--- config.mk ---
export PLATFORM = sky130hd
export DESIGN_NAME = modinv_loop_sequencer
export DESIGN_NICKNAME = d
export VERILOG_FILES = /design/src/rtl/modinv_loop_sequencer.sv
export SDC_FILE = /design/constraint.sdc
export NUM_CORES = 1
export LEC_CHECK = 0
export ABC_AREA = 0
export CORE_MARGIN = 2
export CORE_UTILIZATION = 55
export CTS_BUF_LIST = sky130_fd_sc_hd__clkbuf_2 sky130_fd_sc_hd__clkbuf_4 sky130_fd_sc_hd__clkbuf_8
export DETAILED_ROUTE_END_ITERATION = 10
export DONT_BUFFER_PORTS = 1
export PLACE_DENSITY = 0.85
export REMOVE_ABC_BUFFERS = 1
export SYNTH_ARGS = -nofsm -noshare
export SYNTH_HDL_FRONTEND = slang
export SYNTH_SLANG_ARGS = --single-unit
--- constraint.sdc ---
create_clock -name clk -period 1.6 [get_ports clk]
set_clock_uncertainty 0.1 [all_clocks]
set_input_delay 0.08 -clock clk [delete_from_list [all_inputs] [get_ports clk]]
set_output_delay 0.08 -clock clk [all_outputs]
set_load 0.005 [all_outputs]
--- src/rtl/modinv_loop_sequencer.sv ---
`default_nettype none
// ============================================================================
// Module      : modinv_loop_sequencer
// Description : Control sequencer for the modular-inversion core. It starts
//               the init helper, then runs the almost-inverse loop: test,
//               choose one of four update ops from the returned flags, and
//               update, until v reaches zero. It owns only control and the
//               iteration count k.
//               Optional feature macro: MODINV_SEQ_TIMEOUT_EN (iteration
//               limit of 2*OPERAND_WIDTH, reported on err).
// Revision    : 1.0 - initial release
// ============================================================================
module modinv_loop_sequencer #(
  parameter int OPERAND_WIDTH = 256,
  parameter int K_BITS        = 10
) (
  input  logic              clk,
  input  logic              rst_n,
  input  logic              ena,
  output logic              rdy,
  output logic [K_BITS-1:0] k,
  output logic              err,
  output logic              init_ena,
  input  logic              init_rdy,
  output logic              test_ena,
  input  logic              test_rdy,
  input  logic              v_zero,
  input  logic              u_even,
  input  logic              v_even,
  input  logic              u_gt_v,
  output logic              upd_ena,
  output logic [1:0]        upd_op,
  input  logic              upd_rdy
);

  typedef enum logic [2:0] {
    S_IDLE      = 3'd0,
    S_INIT_GO   = 3'd1,
    S_INIT_WAIT = 3'd2,
    S_TEST_GO   = 3'd3,
    S_TEST_WAIT = 3'd4,
    S_DECIDE    = 3'd5,
    S_UPD_GO    = 3'd6,
    S_UPD_WAIT  = 3'd7
  } state_t;

  state_t            state_q;
  logic              skip_q;
  logic              rdy_q;
  logic              init_ena_q;
  logic              test_ena_q;
  logic              upd_ena_q;
  logic [1:0]        upd_op_q;
  logic [1:0]        upd_op_d;
  logic [K_BITS-1:0] k_q;

`ifdef MODINV_SEQ_TIMEOUT_EN
  localparam logic [K_BITS-1:0] C_K_LIMIT = K_BITS'(2 * OPERAND_WIDTH);
  logic err_q;
  assign err = err_q;
`else
  assign err = 1'b0;
`endif

  assign rdy      = rdy_q;
  assign k        = k_q;
  assign init_ena = init_ena_q;
  assign test_ena = test_ena_q;
  assign upd_ena  = upd_ena_q;
  assign upd_op   = upd_op_q;

  // Update opcode chosen from the test flags, highest priority first.
  always_comb begin
    upd_op_d = 2'd3;
    if (u_even)      upd_op_d = 2'd0;
    else if (v_even) upd_op_d = 2'd1;
    else if (u_gt_v) upd_op_d = 2'd2;
  end

  // Sequencer FSM with registered outputs. A helper only lowers its rdy the
  // cycle after it sees ena, so the first WAIT cycle ignores helper rdy.
  always_ff @(posedge clk or negedge rst_n) begin
    if (!rst_n) begin
      state_q    <= S_IDLE;
      skip_q     <= 1'b0;
      rdy_q      <= 1'b1;
      init_ena_q <= 1'b0;
      test_ena_q <= 1'b0;
      upd_ena_q  <= 1'b0;
      upd_op_q   <= 2'd0;
      k_q        <= '0;
`ifdef MODINV_SEQ_TIMEOUT_EN
      err_q      <= 1'b0;
`endif
    end else begin
      init_ena_q <= 1'b0;
      test_ena_q <= 1'b0;
      upd_ena_q  <= 1'b0;
      case (state_q)
        S_IDLE: begin
          if (ena) begin
            state_q    <= S_INIT_GO;
            rdy_q      <= 1'b0;
            init_ena_q <= 1'b1;
            k_q        <= '0;
`ifdef MODINV_SEQ_TIMEOUT_EN
            err_q      <= 1'b0;
`endif
          end
        end
        S_INIT_GO: begin
          state_q <= S_INIT_WAIT;
          skip_q  <= 1'b1;
        end
        S_INIT_WAIT: begin
          if (skip_q) begin
            skip_q <= 1'b0;
          end else if (init_rdy) begin
            state_q    <= S_TEST_GO;
            test_ena_q <= 1'b1;
          end
        end
        S_TEST_GO: begin
          state_q <= S_TEST_WAIT;
          skip_q  <= 1'b1;
        end
        S_TEST_WAIT: begin
          if (skip_q) begin
            skip_q <= 1'b0;
          end else if (test_rdy) begin
            state_q <= S_DECIDE;
          end
        end
        S_DECIDE: begin
          if (v_zero) begin
            state_q <= S_IDLE;
            rdy_q   <= 1'b1;
`ifdef MODINV_SEQ_TIMEOUT_EN
          end else if (k_q == C_K_LIMIT) begin
            // Loop failed to converge within the budget: abort without update.
            state_q <= S_IDLE;
            rdy_q   <= 1'b1;
            err_q   <= 1'b1;
`endif
          end else begin
            state_q   <= S_UPD_GO;
            upd_ena_q <= 1'b1;
            upd_op_q  <= upd_op_d;
          end
        end
        S_UPD_GO: begin
          state_q <= S_UPD_WAIT;
          skip_q  <= 1'b1;
          k_q     <= k_q + K_BITS'(1);
        end
        S_UPD_WAIT: begin
          if (skip_q) begin
            skip_q <= 1'b0;
          end else if (upd_rdy) begin
            state_q    <= S_TEST_GO;
            test_ena_q <= 1'b1;
          end
        end
        default: begin
          state_q <= S_IDLE;
          rdy_q   <= 1'b1;
        end
      endcase
    end
  end

endmodule
`default_nettype wire
Yosys cells after proc, flatten, opt, wreduce, memory -nomap -nowiden

Index checks and enable logic that the tools add are counted.

Flip-flop bits (word level): 20
Output and inout port bits: 17
Word-level logic and storage cells: 62
Input port bits: 10

Reductions and logical operators: 10
Bitwise gates (word level): 1
Eq/ne operators: 15
Add/subtract/negate cells: 1
Muxes and demuxes: 27

Operators by type and width:

| kind                  | count |
|---|---|
| $mux 3                | 8 |
| $pmux 3 s8            | 1 |
| $pmux 10 s2           | 1 |
| $ne 2x2->1 const B    | 8 |
| $eq 3x3->1 const B    | 4 |
| $mux 1                | 11 |
| $add 10x1->10 const B | 1 |
| $mux 10               | 1 |
| $reduce_and 7->1      | 1 |
| $eq 3x2->1 const B    | 2 |
| $pmux 1 s2            | 3 |
| $reduce_bool 2->1     | 3 |
| $reduce_or 3->1       | 2 |
| $mux 2                | 2 |
| $reduce_and 2->1      | 2 |
| $eq 3x1->1 const B    | 1 |
| $logic_not 3->1       | 1 |
| $reduce_and 3->1      | 1 |
| $not 1->1             | 1 |

Longest topological paths before layout

Gate-level depths: netlist of run 1.

Depth in word-level cells: 3
Gate-level depth with buffers: 5
Depth with buffers taken out: 4

Worst setup path after synthesis of run 1

Ideal clock, no wire load.

Path kind: register to register
Start point: register state_q[1]
End point: register k_q[4], in the netlist k[4]
Arrival time: 1.466 ns
Cell stages (with the launch flop): 5
Period minus slack after synthesis: 1.684 ns
Required time: 1.382 ns
Buffers on the path: 1
Library setup time: 0.118 ns
Path slack: -0.084 ns
Cell sequence: dfrtp_1 or4b_1 buf_2 mux2_2 a21o_1

Word-level cells in the longest chain between the ends: 3
Elaborated cells on any way between the ends: 6
Those cells by class: eq/ne: 2; mux: 1; reduce/logical: 3

Ends and longest elaborated chain:

| what                                                             | line | RTL |
|---|---|---|
| from (decl)                                                      | 47   | `state_t state_q;` |
| from (signal assigned)                                           | 84   | `state_q <= S_IDLE;` |
| from (signal assigned)                                           | 102  | `state_q <= S_INIT_GO;` |
| from (signal assigned)                                           | 112  | `state_q <= S_INIT_WAIT;` |
| $eq 3x3->1 or $logic_not 3->1 (tied branches)                    | 99   | `case (state_q)` |
| $reduce_bool 2->1 (no source line) or $ne 2x2->1 (tied branches) | n/a  |  |
| $reduce_and 2->1 (no source line)                                | n/a  |  |
| to (signal assigned)                                             | 154  | `k_q <= k_q + K_BITS'(1);` |
| to (decl)                                                        | 55   | `logic [K_BITS-1:0] k_q;` |

Parallel ways exist; a longest one is shown, timed or not.
A chain may end at the register's enable or synchronous reset.

Worst setup path in the final report of run 1

Start point: register state_q[2]
End point: register k_q[4], in the netlist k[4]

Same word-level chain as after synthesis.

==> results of run 1 <==
[registers in the layout (all words and copies together), names as in the netlist]
name,flops
init_ena,1
rdy,1
skip_q,1
upd_op,2
upd_ena,1
test_ena,1
state_q,3
k,10
[worst min path at each step]
stage | startpoint | endpoint | slack [ns] | cells past startpoint
after global placement | rst_n | init_ena | -0.32 | 0
after CTS | ena | state_q[0] | -0.05 | 2
final | ena | state_q[0] | -0.04 | 2
after floorplan | rst_n | init_ena | -0.32 | 0
after global routing | ena | init_ena | -0.03 | 2
after detailed placement | rst_n | init_ena | -0.32 | 0
[power by group]
group	leakage (uW)	internal (uW)	switching [uW]	total (uW)
Combinational	0.000278	424	434	859
Sequential	0.000261	674	156	830
Clock	0.0000279	253	153	405
[area by class of cell]
cell class	count	area (um^2)
clock buffer	3	22.5
clock inverter	1	30.0
fill	129	442
inverter	4	15.0
multi-input combinational	70	505
sequential	20	502
timing repair buffer	20	179
tap	25	31.3
[layout by cell type, fill, tap and decap left out, types with 3 or more instances in the layout]
master and n:
dfrtp_1 19, nand2_1 12, buf_4 10, nand3_1 7, dlygate4sd3_1 7, o21ai_0 5, inv_1 4, nor2b_1 4
mux2i_1 3, mux2_2 3, clkbuf_4 3, buf_6 3
[through the flow]
step / setup slack (ns) / utilization
after floorplan: -0.205 / -
after global placement: -0.00424 / 0.626
after global routing: -0.0497 / 0.744
after detailed placement: -0.0374 / 0.626
final: -0.0253 / 0.744
after CTS: -0.0323 / 0.703
[cell families (layout without fill, tap and decap cells)]
logic type,count (synthesis),after routing,synth area share
AOI/OAI and AO/OA,21,21,0.150
other,1,1,0.00374
buffers and inverters,10,28,0.0436
and+or+nand+nor,40,40,0.216
DFF,20,20,0.500
muxes,7,7,0.0748
adders and majority gates,1,1,0.0125
[metal layers]
| metal | routed length, um | track usage | part of all wire |
|---|---|---|---|
| met5 | 0 | 0 | 0 |
| met4 | 14 | 0.0667 | 0.0061 |
| met3 | 94 | 0.0353 | 0.041 |
| met2 | 1270 | 0.444 | 0.55 |
| met1 | 922 | 0.272 | 0.40 |
[repair_timing]
action / CTS / global route
pin swaps: 1 / 3
resized for setup: 3 / 11
hold endpoints to repair: 29 / 2
endpoints found under the setup margin: 5 / 10
setup buffers: 0 / 3
==> impl_metrics.tcl, run 1 <==
set metrics [dict create \
    dieArea_um2 2180 \
    ys_seq_elements 20 \
    critPathMaxStageDelay_ns 0.57 \
    path_delay_family "simple AND/OR/NAND/NOR gates" \
    min_period_ns 1.63 \
    core_um2 1730 \
    design_area_um2 1280 \
    rsz0062_at_grt "yes" \
    period_share 1.02 \
    drcViolationCount 0 \
    cts_buffer_depth 2 \
    num_vias 824 \
    clk_pin_slew_ns 0.12 \
    cap_violations 0 \
    rrSetupSlack_ns -0.03 \
    powerDensity_nw_per_um2 1630 \
    ios 27 \
    netlist_area_um2 1000 \
    via_per_inst 5.76 \
    crit_slowest_cell "or4b_4" \
    synth_commonest_cells "19 x dfrtp_1, 12 x nand2_1, 7 x nand3_1, 5 x o21ai_0" \
    grt_pass1_wl_um 3590 \
    slew_viol_final 0 \
    relSlewSlack 0.412 \
    hold_ws_ns -0.0391 \
    yosysTopAreaCellShare 0.474 \
    critPathMaxFanout 4 \
    dp_hpwl_um 1460 \
    reg2reg_to "k[4]" \
    io_buffers 0 \
    stdcell_count 143 \
    crit_path_end_kind "flop" \
    first_iter_violations 9 \
    die_height_um 46.7 \
    synth.area.top_cells "dfrtp_1 47%, mux2_2 4.5%, nand2_1 4.5%" \
    synth_cell_types 37 \
    grt_usage 0.235 \
    yosysTopAreaCell "dfrtp_1" \
    critPathBufInv 0 \
    place_inst 129 \
    path_class "reg -> reg" \
    cts_tree "done" \
    row_count 15 \
    status "finished, violations left" \
    max_freq_ghz 0.615 \
    ir_worst_vdd_mv 0.917 \
    ant_nets 0 \
    final-setup-viol-count 1 \
    h-tree-depth 1 \
    place_congestion 0.792 \
    cp-startpoint "state_q[2]" \
    synth_flop_cell "dfrtp_1" \
    synth_warnings 0 \
    overflow 0 \
    fp.dieW_um 46.7 \
    dr.pass1.iters 4 \
    drive_above_1_share 0.254 \
    synth_most_common_cell "dfrtp_1" \
    critical_path_arrival_ns 1.72 \
    p_leak_uw 0.000567 \
    num-nets-final 130 \
    initial_core_util 0.581 \
    synth_area_per_cell_um2 10.0 \
    setup_tns_ns -0.0253 \
    postCtsHoldBufs 7 \
    setup_ws_ns -0.0253 \
    report.final.hold_viol_count 2 \
    power_uw 2090 \
    clk_latency_ns 0.29 \
    num_antenna_cells 0 \
    r2r.worst_path.cells 3 \
    drt-total-wl_um 2300 \
    cp_cell_sequence "or4b_4 > mux2_4 > a21o_1" \
    tightest_slew_ns 0.879 \
    path_depth 3 \
    dpl-instance-area_um2 1080 \
    critPathRequiredTime_ns 1.69 \
    violations "hold timing, setup timing" \
    ys_async_sr_fraction 1.00 \
    crit_end "k[4]" \
    grt_max_degree 21 \
    wire_per_inst_um 16.1 \
    grt_pass1_vias 793 \
    r2r-start "state_q[2]" \
    cts_num_sinks 20 \
    ys_seq_area_frac 0.500 \
    min_path_type "in -> reg" \
    antenna_found_initial 0 \
    start_kind "flop" \
    cts_buffers 3 \
    synthCells 100 \
    area_delta_synth_final_pct 28.1 \
    cts-root-buf "clkbuf_4" \
    synth_edf_count 0 \
]
Power figures use the tool's default switching activity.
==> run 2: changes to the inputs <==
--- a/config.mk
+++ b/config.mk
@@ -17,2 +17,3 @@
 export SYNTH_HDL_FRONTEND = slang
 export SYNTH_SLANG_ARGS = --single-unit
+export TNS_END_PERCENT = 10
==> constraint.sdc (replaced) <==
create_clock -name clk -period 1.6 [get_ports clk]
set_clock_uncertainty 0.1 [all_clocks]
set_input_delay 0.08 -clock clk [delete_from_list [all_inputs] [get_ports clk]]
set_output_delay 0.08 -clock clk [all_outputs]
set_load 0.05 [all_outputs]
==> run 2 against run 1 <==
The flow finishes with violations (setup timing); core utilization up 8.4 points; count of clock-buffer cells in the layout increased by 1; first-iteration DRC count up 56%; critical path depth is 1 higher; die area stayed put; flip-flop and latch count stayed put; clock power is 25% lower; routed wire length grew 18%; critical endpoint is now k[6]; largest cell class unchanged.
==> impl_metrics.tcl, run 2 (synthesized netlist as in run 1, its figures left out) <==
set metrics [dict create \
    status "finished, violations left" \
    violations "setup timing" \
    dr.pass1.iters 4 \
    fillers 105 \
    core_um2 1730 \
    critPathMaxFanout 7 \
    cts_buffers 3 \
    multiInputGateArea_um2 508 \
    place_congestion 0.852 \
    critical_path_arrival_ns 1.73 \
    hold_ws_ns 0.0121 \
    critPathRequiredTime_ns 1.69 \
    p_sw_uw 1210 \
    rsz0062_at_grt "yes" \
    ios 27 \
    drcViolationCount 0 \
    grt_usage 0.267 \
    mostFrequentLayoutCell "buf_4" \
    cts_tree "done" \
    clk_pin_slew_ns 0.11 \
    initial_core_util 0.581 \
    min_path_type "in -> reg" \
    antenna_found_initial 0 \
    clockPowerShare 0.115 \
    p_comb_frac 0.544 \
    mostFrequentLayoutCells "21 x buf_4, 19 x dfrtp_1, 11 x nand2_1, 9 x dlygate4sd3_1, 8 x buf_6" \
    seqPwrFrac 0.341 \
    cts_num_sinks 20 \
    rrSetupSlack_ns -0.04 \
    grt_max_degree 21 \
    slew_viol_final 0 \
    setup_ws_ns -0.0360 \
    overflow 0 \
    p_leak_uw 0.000647 \
    num_vias 964 \
    stdcell_count 161 \
    final-setup-viol-count 2 \
    num_antenna_cells 0 \
    intPower_uw 1440 \
    row_count 15 \
    report.final.hold_viol_count 0 \
    r2r-start "state_q[2]" \
    drive_above_1_share 0.331 \
    dpl_worst_slack_ns -0.0745 \
    h-tree-depth 1 \
    period_share 1.02 \
    num-nets-final 148 \
    powerDensity_nw_per_um2 1850 \
    path_class "reg -> reg" \
    first_iter_violations 14 \
    grt_pass1_vias 904 \
    reg2reg_to "k[6]" \
    swShare 0.458 \
    largest_reg_flops 10 \
    seqCellArea_um2 502 \
    crit_path_end_kind "flop" \
    clk_latency_ns 0.31 \
    setup_tns_ns -0.0626 \
    ir_worst_vdd_mv 1.51 \
    die_height_um 46.7 \
    drt-total-wl_um 2710 \
    cp-startpoint "state_q[2]" \
    cap_violations 0 \
    area_delta_synth_final_pct 42.5 \
    relSlewSlack 0.409 \
    wire_per_inst_um 16.8 \
    crit_end "k[6]" \
    max_freq_ghz 0.611 \
    grt_pass1_wl_um 4040 \
    min_period_ns 1.64 \
    place_inst 141 \
    r2r.worst_path.cells 4 \
    fp.dieW_um 46.7 \
    cts_buffer_depth 2 \
    io_buffers 0 \
    ant_nets 0 \
    tightest_slew_ns 0.884 \
    dieArea_um2 2180 \
    start_kind "flop" \
    via_per_inst 5.99 \
    cts-root-buf "clkbuf_4" \
    dp_hpwl_um 1590 \
]
[run 2: what timing repair did]
item | in CTS | in global routing
endpoints found under the hold margin | 29 | 0
gates resized for setup | 7 | 13
setup endpoints to repair | 5 | 10
hold buffers | 9 | 0
setup buffers | 3 | 4
pin swaps | 3 | 2
[run 2: area by class of cell]
class / instances / area share
tap: 25 / 0.0219
multi-input combinational: 70 / 0.355
clock buffer: 4 / 0.0254
sequential: 20 / 0.351
inverter: 4 / 0.0105
timing repair buffer: 38 / 0.236
[run 2: metal layers]
metal	wire length [um]	GRT usage	up-vias
met4	61	0.122	0
met5	0	0	-
li1	-	-	437
met1	1020	0.300	489
met3	110	0.0392	7
met2	1530	0.492	31
[run 2: per-stage QoR]
stage,utilization,area (um^2),power [uW]
6_report,0.828,1430,2650
3_5_place_dp,0.678,1170,2060
2_1_floorplan,-,975,1630
5_1_grt,0.828,1430,2790
3_3_place_gp,0.678,1170,1980
4_1_cts,0.778,1340,2470
[run 2: power by group through the flow]
stage / Combinational [uW] / Sequential [uW] / Clock [uW]
after floorplan: 386 / 1240 / 0
after global routing: 1540 / 919 / 330
after CTS: 1280 / 882 / 305
after global placement: 1120 / 863 / 0
after detailed placement: 1180 / 881 / 0
final: 1440 / 905 / 305
[run 2: worst max-delay path, cell delays in order (launching register included)]
cell	delay, ns
dfrtp_1	0.42
or4b_4	0.57
buf_6	0.16
a21boi_1	0.16
a2bb2oi_1	0.11
[run 2: how the worst min path moves through the flow]
stage / slack [ns] / depth (start not counted) / end / start
after global routing: 0.03 / 3 / test_ena / init_rdy
final: 0.01 / 3 / test_ena / init_rdy
after global placement: -0.32 / 0 / init_ena / rst_n
after floorplan: -0.32 / 0 / init_ena / rst_n
after detailed placement: -0.32 / 0 / init_ena / rst_n
after CTS: 0.007 / 3 / test_ena / init_rdy
